`config.mk`:
```
export PLATFORM = sky130hd
export DESIGN_NAME = ram_rd_mux_pipe
export DESIGN_NICKNAME = d
export VERILOG_FILES = /design/src/rtl/ram_rd_mux_pipe.sv
export SDC_FILE = /design/constraint.sdc
export NUM_CORES = 1
export LEC_CHECK = 0
export CAP_MARGIN = 20
export CORE_MARGIN = 2
export CORE_UTILIZATION = 42
export DETAILED_ROUTE_END_ITERATION = 10
export PLACE_DENSITY = 0.85
export SLEW_MARGIN = 10
export SYNTH_ARGS = -nofsm -noshare
export SYNTH_HDL_FRONTEND = slang
export SYNTH_SLANG_ARGS = --single-unit
```
`constraint.sdc`:
```
create_clock -name clk -period 4.65 [get_ports clk]
set_input_delay 0.465 -clock clk [delete_from_list [all_inputs] [get_ports clk]]
set_output_delay 0.465 -clock clk [all_outputs]
set_load 0.02 [all_outputs]
```
`src/rtl/ram_rd_mux_pipe.sv`:
```
// Registered N:1 bank read-word selector with a programmable, range-checked select register,
// a single-entry valid/ready output stage and a wrapping transfer counter.
module ram_rd_mux_pipe #(
   parameter int WIDTH  = 8,
   parameter int NUM_IN = 16,
   parameter int SEL_W  = 4,
   parameter int CNT_W  = 16
) (
   input  logic                    clk,
   input  logic                    rst_n,
   input  logic [NUM_IN*WIDTH-1:0] in,
   input  logic                    in_valid,
   output logic                    in_ready,
   input  logic [SEL_W-1:0]        sel,
   input  logic                    sel_load,
   output logic [WIDTH-1:0]        out,
   output logic                    out_valid,
   input  logic                    out_ready,
   output logic                    sel_err,
   output logic [CNT_W-1:0]        xfer_cnt
);

   logic [SEL_W-1:0] sel_q;
   logic [SEL_W-1:0] sel_eff;
   logic             sel_ok;
   logic             capture;
   logic [WIDTH-1:0] word;

   assign sel_ok   = (32'(sel) < NUM_IN);
   // A valid load steers a capture in the same cycle; a rejected one falls back to sel_q.
   assign sel_eff  = (sel_load && sel_ok) ? sel : sel_q;
   assign in_ready = !out_valid || out_ready;
   assign capture  = in_valid && in_ready;

   // NOTE: default assigned first so every path drives word and no latch is inferred.
   always_comb begin
      word = '0;
      for (int k = 0; k < NUM_IN; k++) begin
         if (sel_eff == SEL_W'(k)) word = in[k*WIDTH +: WIDTH];
      end
   end

   // NOTE: non-blocking assignments so all registers update together at the edge.
   always_ff @(posedge clk or negedge rst_n) begin
      if (!rst_n) begin
         sel_q   <= '0;
         sel_err <= 1'b0;
      end else if (sel_load) begin
         if (sel_ok) begin
            sel_q   <= sel;
            sel_err <= 1'b0;
         end else begin
            sel_err <= 1'b1;
         end
      end
   end

   always_ff @(posedge clk or negedge rst_n) begin
      if (!rst_n) begin
         out       <= '0;
         out_valid <= 1'b0;
         xfer_cnt  <= '0;
      end else if (capture) begin
         out       <= word;
         out_valid <= 1'b1;
         xfer_cnt  <= xfer_cnt + CNT_W'(1);
      end else if (out_ready) begin
         out_valid <= 1'b0;
      end
   end

endmodule

```
Yosys cells after proc, flatten, opt, wreduce, memory -nomap -nowiden. Index checks and enable logic that the tools add are counted.

Bits in registers: 29. Output and inout port bits: 27. Word-level logic and storage cells: 44. Input port bits: 137.

Mux-type cells: 19. Reduce and logical (&&, ||, !) cells: 5. Eq/ne operators: 15. Add/sub/neg operators: 1.

Operators with widths (count): two-way mux 8 bit (16); equality test 4 bit (second input constant) (8); adder 16 x 1 -> 16 bit (second input constant) (1); equality test 4 x 3 -> 1 bit (second input constant) (4); equality test 4 x 2 -> 1 bit (second input constant) (2); equality test 4 x 1 -> 1 bit (second input constant) (1); zero test 4 bit (1); two-way mux 4 bit (1); two-way mux 1 bit (2); nonzero test 2 bit (1); logical AND 1 bit (1); zero test 1 bit (1); logical OR 1 bit (1).

Depth between registers and ports, before layout. Gate-level depths: netlist (run 1).

Depth after elaboration: 18. Gate-level depth with buffers: 10. Depth with buffers taken out: 7.

Least setup slack after synthesis (run 1). No wires, ideal clock.

Path kind: input -> register. From: input sel_load. To: register out[5]. Cell stages on the path: 9. Arrival: 1927 ps. Setup slack: 2598 ps. Path buffers: 2. Cells stage by stage: buf_6 -> mux2i_4 -> inv_4 -> buf_6 -> mux2_1 -> o221ai_1 -> o311ai_1 -> a211oi_1 -> nor2_1.

Word-level cells in the longest chain between the ends: 18. Elaborated cells between the ends (all ways): 33. Those cells by class: eq/ne (15); mux (17); reduce/logical (1).

Ends and longest elaborated chain: start: declaration (line 15) `input logic sel_load,`; two-way mux 4 bit (*); zero test 4 bit (line 39) `if (sel_eff == SEL_W'(k)) word = in[k*WIDTH +: WIDTH];`; two-way mux 8 bit (15 in series) (line 39); two-way mux 8 bit (*) (line 39); end signal: assignment (line 64) `out <= word;`; end: declaration (line 16) `output logic [WIDTH-1:0] out,`.

Mark *: on every way between the ends. The rest lies on a longest branch, timed or not. A chain may end at the register's enable or synchronous reset.

Final worst setup path (run 1).
From: input sel_load. To: register out[2].

Same word-level chain as after synthesis.

==> results of run 1 <==
placed cells by master, fill, tap and decap left out, types with 6 or more instances in the layout:
cell,n
xnor2_1,13
nand2_1,55
nor3_1,6
dfrtp_1,29
nor2_1,21
clkdlybuf4s50_1,162
mux2_2,6
a21oi_1,18
nand3_1,18
clkbuf_8,7
nand2b_1,7
o21ai_0,16
metrics by stage:
| step | power [mW] | area, um2 |
|---|---|---|
| 3_5_place_dp | 0.894 | 4360 |
| 2_1_floorplan | 0.632 | 2770 |
| 4_1_cts | 1.13 | 4460 |
| 5_1_grt | 1.20 | 4460 |
| 3_3_place_gp | 0.887 | 4360 |
| 6_report | 1.14 | 4460 |
sequential cells by signal, indices dropped and copies added, names as in the netlist:
name and count:
out 8, out_valid 1, sel_q 4, xfer_cnt 16
layout make-up:
type                    count  area share
clock buffers               7      0.0216
clock inverters             1     0.00112
inverters                   4     0.00392
well taps                  77      0.0216
repair buffers            166       0.370
multi-input cells         280       0.419
flip-flops and latches     29       0.163
metal layers:
metal,share of wire,track usage,vias to the layer above
li1,-,-,1570
met1,0.39,0.383,1598
met2,0.48,0.472,247
met3,0.10,0.0554,33
met4,0.030,0.0981,0
met5,0,0,-
worst max-delay path by stage:
stage          slack (ns)      to  cells past startpoint
2_1_floorplan        2.60  out[5]                      9
6_report             1.42  out[2]                     10
4_1_cts              1.49  out[2]                     10
3_5_place_dp         1.18  out[7]                     10
3_3_place_gp         1.25  out[7]                     10
5_1_grt              1.26  out[5]                     10
worst max-delay path, cell delays in order:
cell	delay [ns]
clkdlybuf4s50_1	0.65
buf_4	0.31
mux2i_4	0.25
buf_4	0.37
inv_4	0.26
mux4_2	0.40
nand2_1	0.06
a31o_1	0.22
a222oi_1	0.29
o21a_1	0.18
cell families (layout without fill, tap and decap cells):
kind of cell / after synthesis / after routing / synth area share
AO/OA/AOI/OAI: 106 / 106 / 0.284
XOR/XNOR: 15 / 15 / 0.0474
adder cells (fa/ha/maj): 1 / 1 / 0.00452
buffers and inverters: 30 / 178 / 0.0623
flip-flops: 29 / 29 / 0.262
multiplexers: 17 / 17 / 0.0935
other: 1 / 1 / 0.00135
AND/OR/NAND/NOR: 140 / 140 / 0.245
report_power, final:
| part | internal (mW) | switching (mW) | leakage, nW |
|---|---|---|---|
| logic | 0.290 | 0.257 | 1.28 |
| clock network | 0.134 | 0.105 | 0.0542 |
| registers | 0.298 | 0.0532 | 0.358 |
| total | 0.722 | 0.415 | 1.70 |
==> impl_metrics.yaml, run 1 <==
run_status:
  outcome: "finished, final reports clean"
synthesis:
  async_flop_share: 1.00
  synth.avg_cell_area_um2: 8.17
  yosys_warnings: 0
  yosysTopAreaCellShare: 0.262
  yosysMostFrequentCell: "nand2_1"
  ys_ff_latch: 29
  yosysSeqAreaShare: 0.262
  synth_cell_types: 71
  syn_nets: 477
  synth_area_leaders: "dfrtp_1 (26%), nand2_1 (7.5%), xnor2_1 (4.1%), mux4_2 (4.1%), a21oi_1 (3.3%)"
  synth_area_um2: 2770
  synth_area_leader_cell: "dfrtp_1"
  synthTopCellsByCount: "nand2_1 (55), dfrtp_1 (29), nor2_1 (21)"
  yosys_most_used_dff: "dfrtp_1"
  syn_inst: 339
  synth_edf_count: 0
detailed_routing:
  ant_nets: 0
  firstDrtPassIters: 5
  drt-vias-per-instance: 6.11
  vias: 3448
  wl_mm: 10.5
  drcViolationCount: 0
  drtIter0Drc: 535
  wire_per_inst_um: 18.7
placement:
  hpwl_mm: 8.29
  place_congestion: 0.907
  dp_worst_setup_slack_ns: 1.18
  io_buffers: 162
  dp_cells: 556
power_and_ir_drop:
  p_leak_nw: 1.70
  vdd_ir_drop_max_v: 0.000308
  powerDensity_nw_per_um2: 255
setup_path:
  startpoint: "sel_load"
  crit_arrival_ns: 3.46
  r2r_slack_ns: 2.15
  end_kind: "register"
  rr_worst_depth: 8
  critPathMaxFanout: 41
  required_ns: 4.88
  start_kind: "primary input"
  path_class: "primary input to register"
  timing.rr.end: "out[2]"
  r2r-start: "sel_q[0]"
min_path:
  holdPathStages: 1
  min_to: "xfer_cnt[15]"
  hold_class: "register to register"
  min-delay-start: "xfer_cnt[15]"
layout:
  drive_above_1_share: 0.0739
  nNetsFinal: 624
  insertedDiodeCount: 0
  regArea_um2: 726
  num-fill-cells: 504
  instances_no_fill: 564
  synthToLayoutAreaGrowth_pct: 61.2
  post-route-util: 0.703
  multi_input_area_um2: 1870
die:
  start_util: 0.436
  num_io_pins: 164
  die-area_um2: 7260
  fp-row-count: 29
  die_h_um: 85.2
  die_x_um: 85.2
  coreArea_um2: 6350
sta:
  holdWs_ns: 0.470
  worst_pin_slew_ns: 1.14
  post-route-min-period_ns: 3.23
  fmax_mhz: 310
  rsz0062_at_grt: "no"
  slew_headroom: 0.239
  maxSlewViolCount: 0
  setup_viol: 0
  layout_setup_ws_ns: 1.42
  hold_viol: 0
  period_share: 0.695
  tns_ns: 0
  clock-skew-final_ns: 0.00946
cts:
  root_buffer: "clkbuf_8"
  htreeDepth: 2
  cts_tree: "yes"
  clock_sink_count: 29
  cts_buffers: 5
  clkTransAtPathRegs_ns: 0.07
  insertion_delay_ns: 0.29
  holdBufCountCts: 0
  cts_setup_buffers: 0
  cts_resized: 0
  cts.path.max_buffers: 2
grt:
  grt_max_degree: 42
  grtUsageTotal: 0.289
  gr-total-overflow: 0
  grt_pass1_wl_mm: 16.8
  antenna_found_initial: 0
  grt_pass1_vias: 3377
run:
  max_cap_violations: 0
(Power assumes the default switching activity.)
==> run 2: changes to the inputs <==
--- a/config.mk
+++ b/config.mk
@@ -7,9 +7,9 @@
 export LEC_CHECK = 0
 export CAP_MARGIN = 20
 export CORE_MARGIN = 2
-export CORE_UTILIZATION = 42
+export CORE_UTILIZATION = 35
 export DETAILED_ROUTE_END_ITERATION = 10
-export PLACE_DENSITY = 0.85
+export PLACE_DENSITY = 0.76
 export SLEW_MARGIN = 10
 export SYNTH_ARGS = -nofsm -noshare
 export SYNTH_HDL_FRONTEND = slang
==> constraint.sdc (replaced) <==
create_clock -name clk -period 2.75 [get_ports clk]
set_input_delay 0.275 -clock clk [delete_from_list [all_inputs] [get_ports clk]]
set_output_delay 0.275 -clock clk [all_outputs]
set_load 0.02 [all_outputs]
==> run 2 against run 1 <==
Compared with the run above:
- non-clock buffer count rose by 16
- register-to-register slack got worse by 1.7 ns
- worst setup slack got worse by 1.1 ns
- sequential cell count did not move
- global-route usage fell by 4.2 points
- final area rose by 3.5%
- sequential power rose by 69%
- via count fell by 1.9%
- clock skew fell by 0.0060 ns
- final cell count rose by 7.3%
- total power rose by 67%
- first-iteration DRC count fell by 43%
==> impl_metrics.yaml, run 2 (synthesis results as in run 1) <==
run_status:
  outcome: "finished, final reports clean"
sta:
  clock-skew-final_ns: 0.00348
  slew_headroom: 0.648
  worst_pin_slew_ns: 0.514
  maxSlewViolCount: 0
  period_share: 0.877
  post-route-min-period_ns: 2.41
  hold_viol: 0
  rsz0062_at_grt: "no"
  tns_ns: 0
  fmax_mhz: 415
  setup_viol: 0
placement:
  hpwl_mm: 8.69
  place_congestion: 0.899
  io_buffers: 162
cts:
  clock_sink_count: 29
  cts.path.max_buffers: 2
  cts_buffers: 5
  cts_setup_buffers: 0
  holdBufCountCts: 0
  cts_resized: 0
  clkTransAtPathRegs_ns: 0.06
  cts_tree: "yes"
  root_buffer: "clkbuf_8"
  htreeDepth: 2
  insertion_delay_ns: 0.28
detailed_routing:
  firstDrtPassIters: 8
  wire_per_inst_um: 17.7
  ant_nets: 0
  drcViolationCount: 0
  drt-vias-per-instance: 5.59
  wl_mm: 10.7
  drtIter0Drc: 303
  vias: 3383
layout:
  largest_reg_flops: 16
  top_register: "xfer_cnt"
  most-common-layout-cells: "clkdlybuf4s50_1 (162), nand2_1 (55), dfrtp_1 (29), nor2_1 (21)"
  drive_above_1_share: 0.101
  final_common_cell: "clkdlybuf4s50_1"
  synthToLayoutAreaGrowth_pct: 66.8
  nNetsFinal: 640
  insertedDiodeCount: 0
  reg.largest.list: "xfer_cnt: 16 flops, out: 8 flops, sel_q: 4 flops"
power_and_ir_drop:
  p_leak_nw: 1.77
  vdd_ir_drop_max_v: 0.000182
  p_sw_mw: 0.700
  powerDensity_nw_per_um2: 411
  power_frac_seq: 0.312
  finalPower_mw: 1.90
  power_frac_clock: 0.179
  swShare: 0.368
  p_int_mw: 1.20
  power_frac_comb: 0.510
die:
  num_io_pins: 164
  coreArea_um2: 7690
  die_h_um: 93.0
  fp-row-count: 32
  start_util: 0.360
  die-area_um2: 8640
  die_x_um: 93.0
setup_path:
  path_cells: "clkdlybuf4s50_1, buf_12, or3b_4, o32ai_4, nand3_1, a31o_1, a222oi_1, buf_4, o21a_1"
  cpMaxStageDelayCell: "clkdlybuf4s50_1"
  start_kind: "primary input"
  crit_arrival_ns: 2.63
  startpoint: "sel_load"
  end_kind: "register"
  r2r-start: "sel_q[1]"
  path_class: "primary input to register"
  critPathMaxFanout: 25
  slowest_delay_ns: 0.55
  required_ns: 2.97
grt:
  grtUsageTotal: 0.247
  grt_pass1_vias: 3231
  antenna_found_initial: 0
  gr-total-overflow: 0
  grt_pass1_wl_mm: 16.7
  grt_max_degree: 34
min_path:
  hold_class: "primary input to asynchronous set/reset pin"
run:
  max_cap_violations: 0
[run 2: cell count changes in the layout (fill, tap and decap cells not counted)]
cell,previous run,this run
clkinv_2,1,2
buf_4,4,18
clkbuf_8,7,5
buf_12,0,2
clkbuf_1,0,1
[run 2: per-layer routing]
layer | vias up | GRT usage | share of wire
li1 | 1601 | - | -
met3 | 10 | 0.0391 | 0.088
met5 | - | 0 | 0
met1 | 1557 | 0.346 | 0.43
met2 | 215 | 0.398 | 0.47
met4 | 0 | 0.0600 | 0.0097
[run 2: power by group through the flow]
stage                     clock [mW]  sequential (mW)  combinational (mW)
after floorplan                    0            0.664               0.405
after global placement             0            0.596               0.959
after detailed placement           0            0.599               0.963
after CTS                      0.354            0.592               0.966
after global routing           0.372            0.606                1.04
final                          0.340            0.592               0.968
[run 2: final cells by class]
type | instances | area (um2)
Inverter | 4 | 17.5
Clock buffer | 6 | 72.6
Timing Repair Buffer | 182 | 1800
Tap cell | 102 | 128
Sequential cell | 29 | 726
Fill cell | 692 | 3070
Clock inverter | 2 | 10.0
Multi-Input combinational cell | 280 | 1870
[run 2: worst paths after layout]
path | slack [ns] | end | depth (start not counted)
setup reg to reg | 0.50 | out[6] | 8
min in group clk | 0.47 | xfer_cnt[15] | 1
hold / removal | 0.38 | xfer_cnt[0] | 2
hold reg to reg | 0.47 | xfer_cnt[15] | 1
max in group asynchronous | 2.10 | out[2] | 2
setup / recovery | 0.34 | out[6] | 9
[run 2: stage by stage]
step / instances / area, um2 / utilization / worst slack (ns) / hold slack (ns)
floorplan: 339 / 2770 / - / 0.849 / -0.0206
global placement: 597 / 4540 / 0.590 / 0.0505 / 0.458
detailed placement: 597 / 4540 / 0.590 / 0.0455 / 0.464
CTS: 605 / 4620 / 0.601 / 0.341 / 0.380
global route: 605 / 4620 / 0.601 / 0.169 / 0.404
finish: 605 / 4620 / 0.601 / 0.338 / 0.378
[run 2: worst max-delay path, delay by kind of cell]
| kind | cells | cell delay, ns |
|---|---|---|
| compound gates | 4 | 0.85 |
| simple gates | 2 | 0.54 |
| buf+inv | 3 | 0.96 |
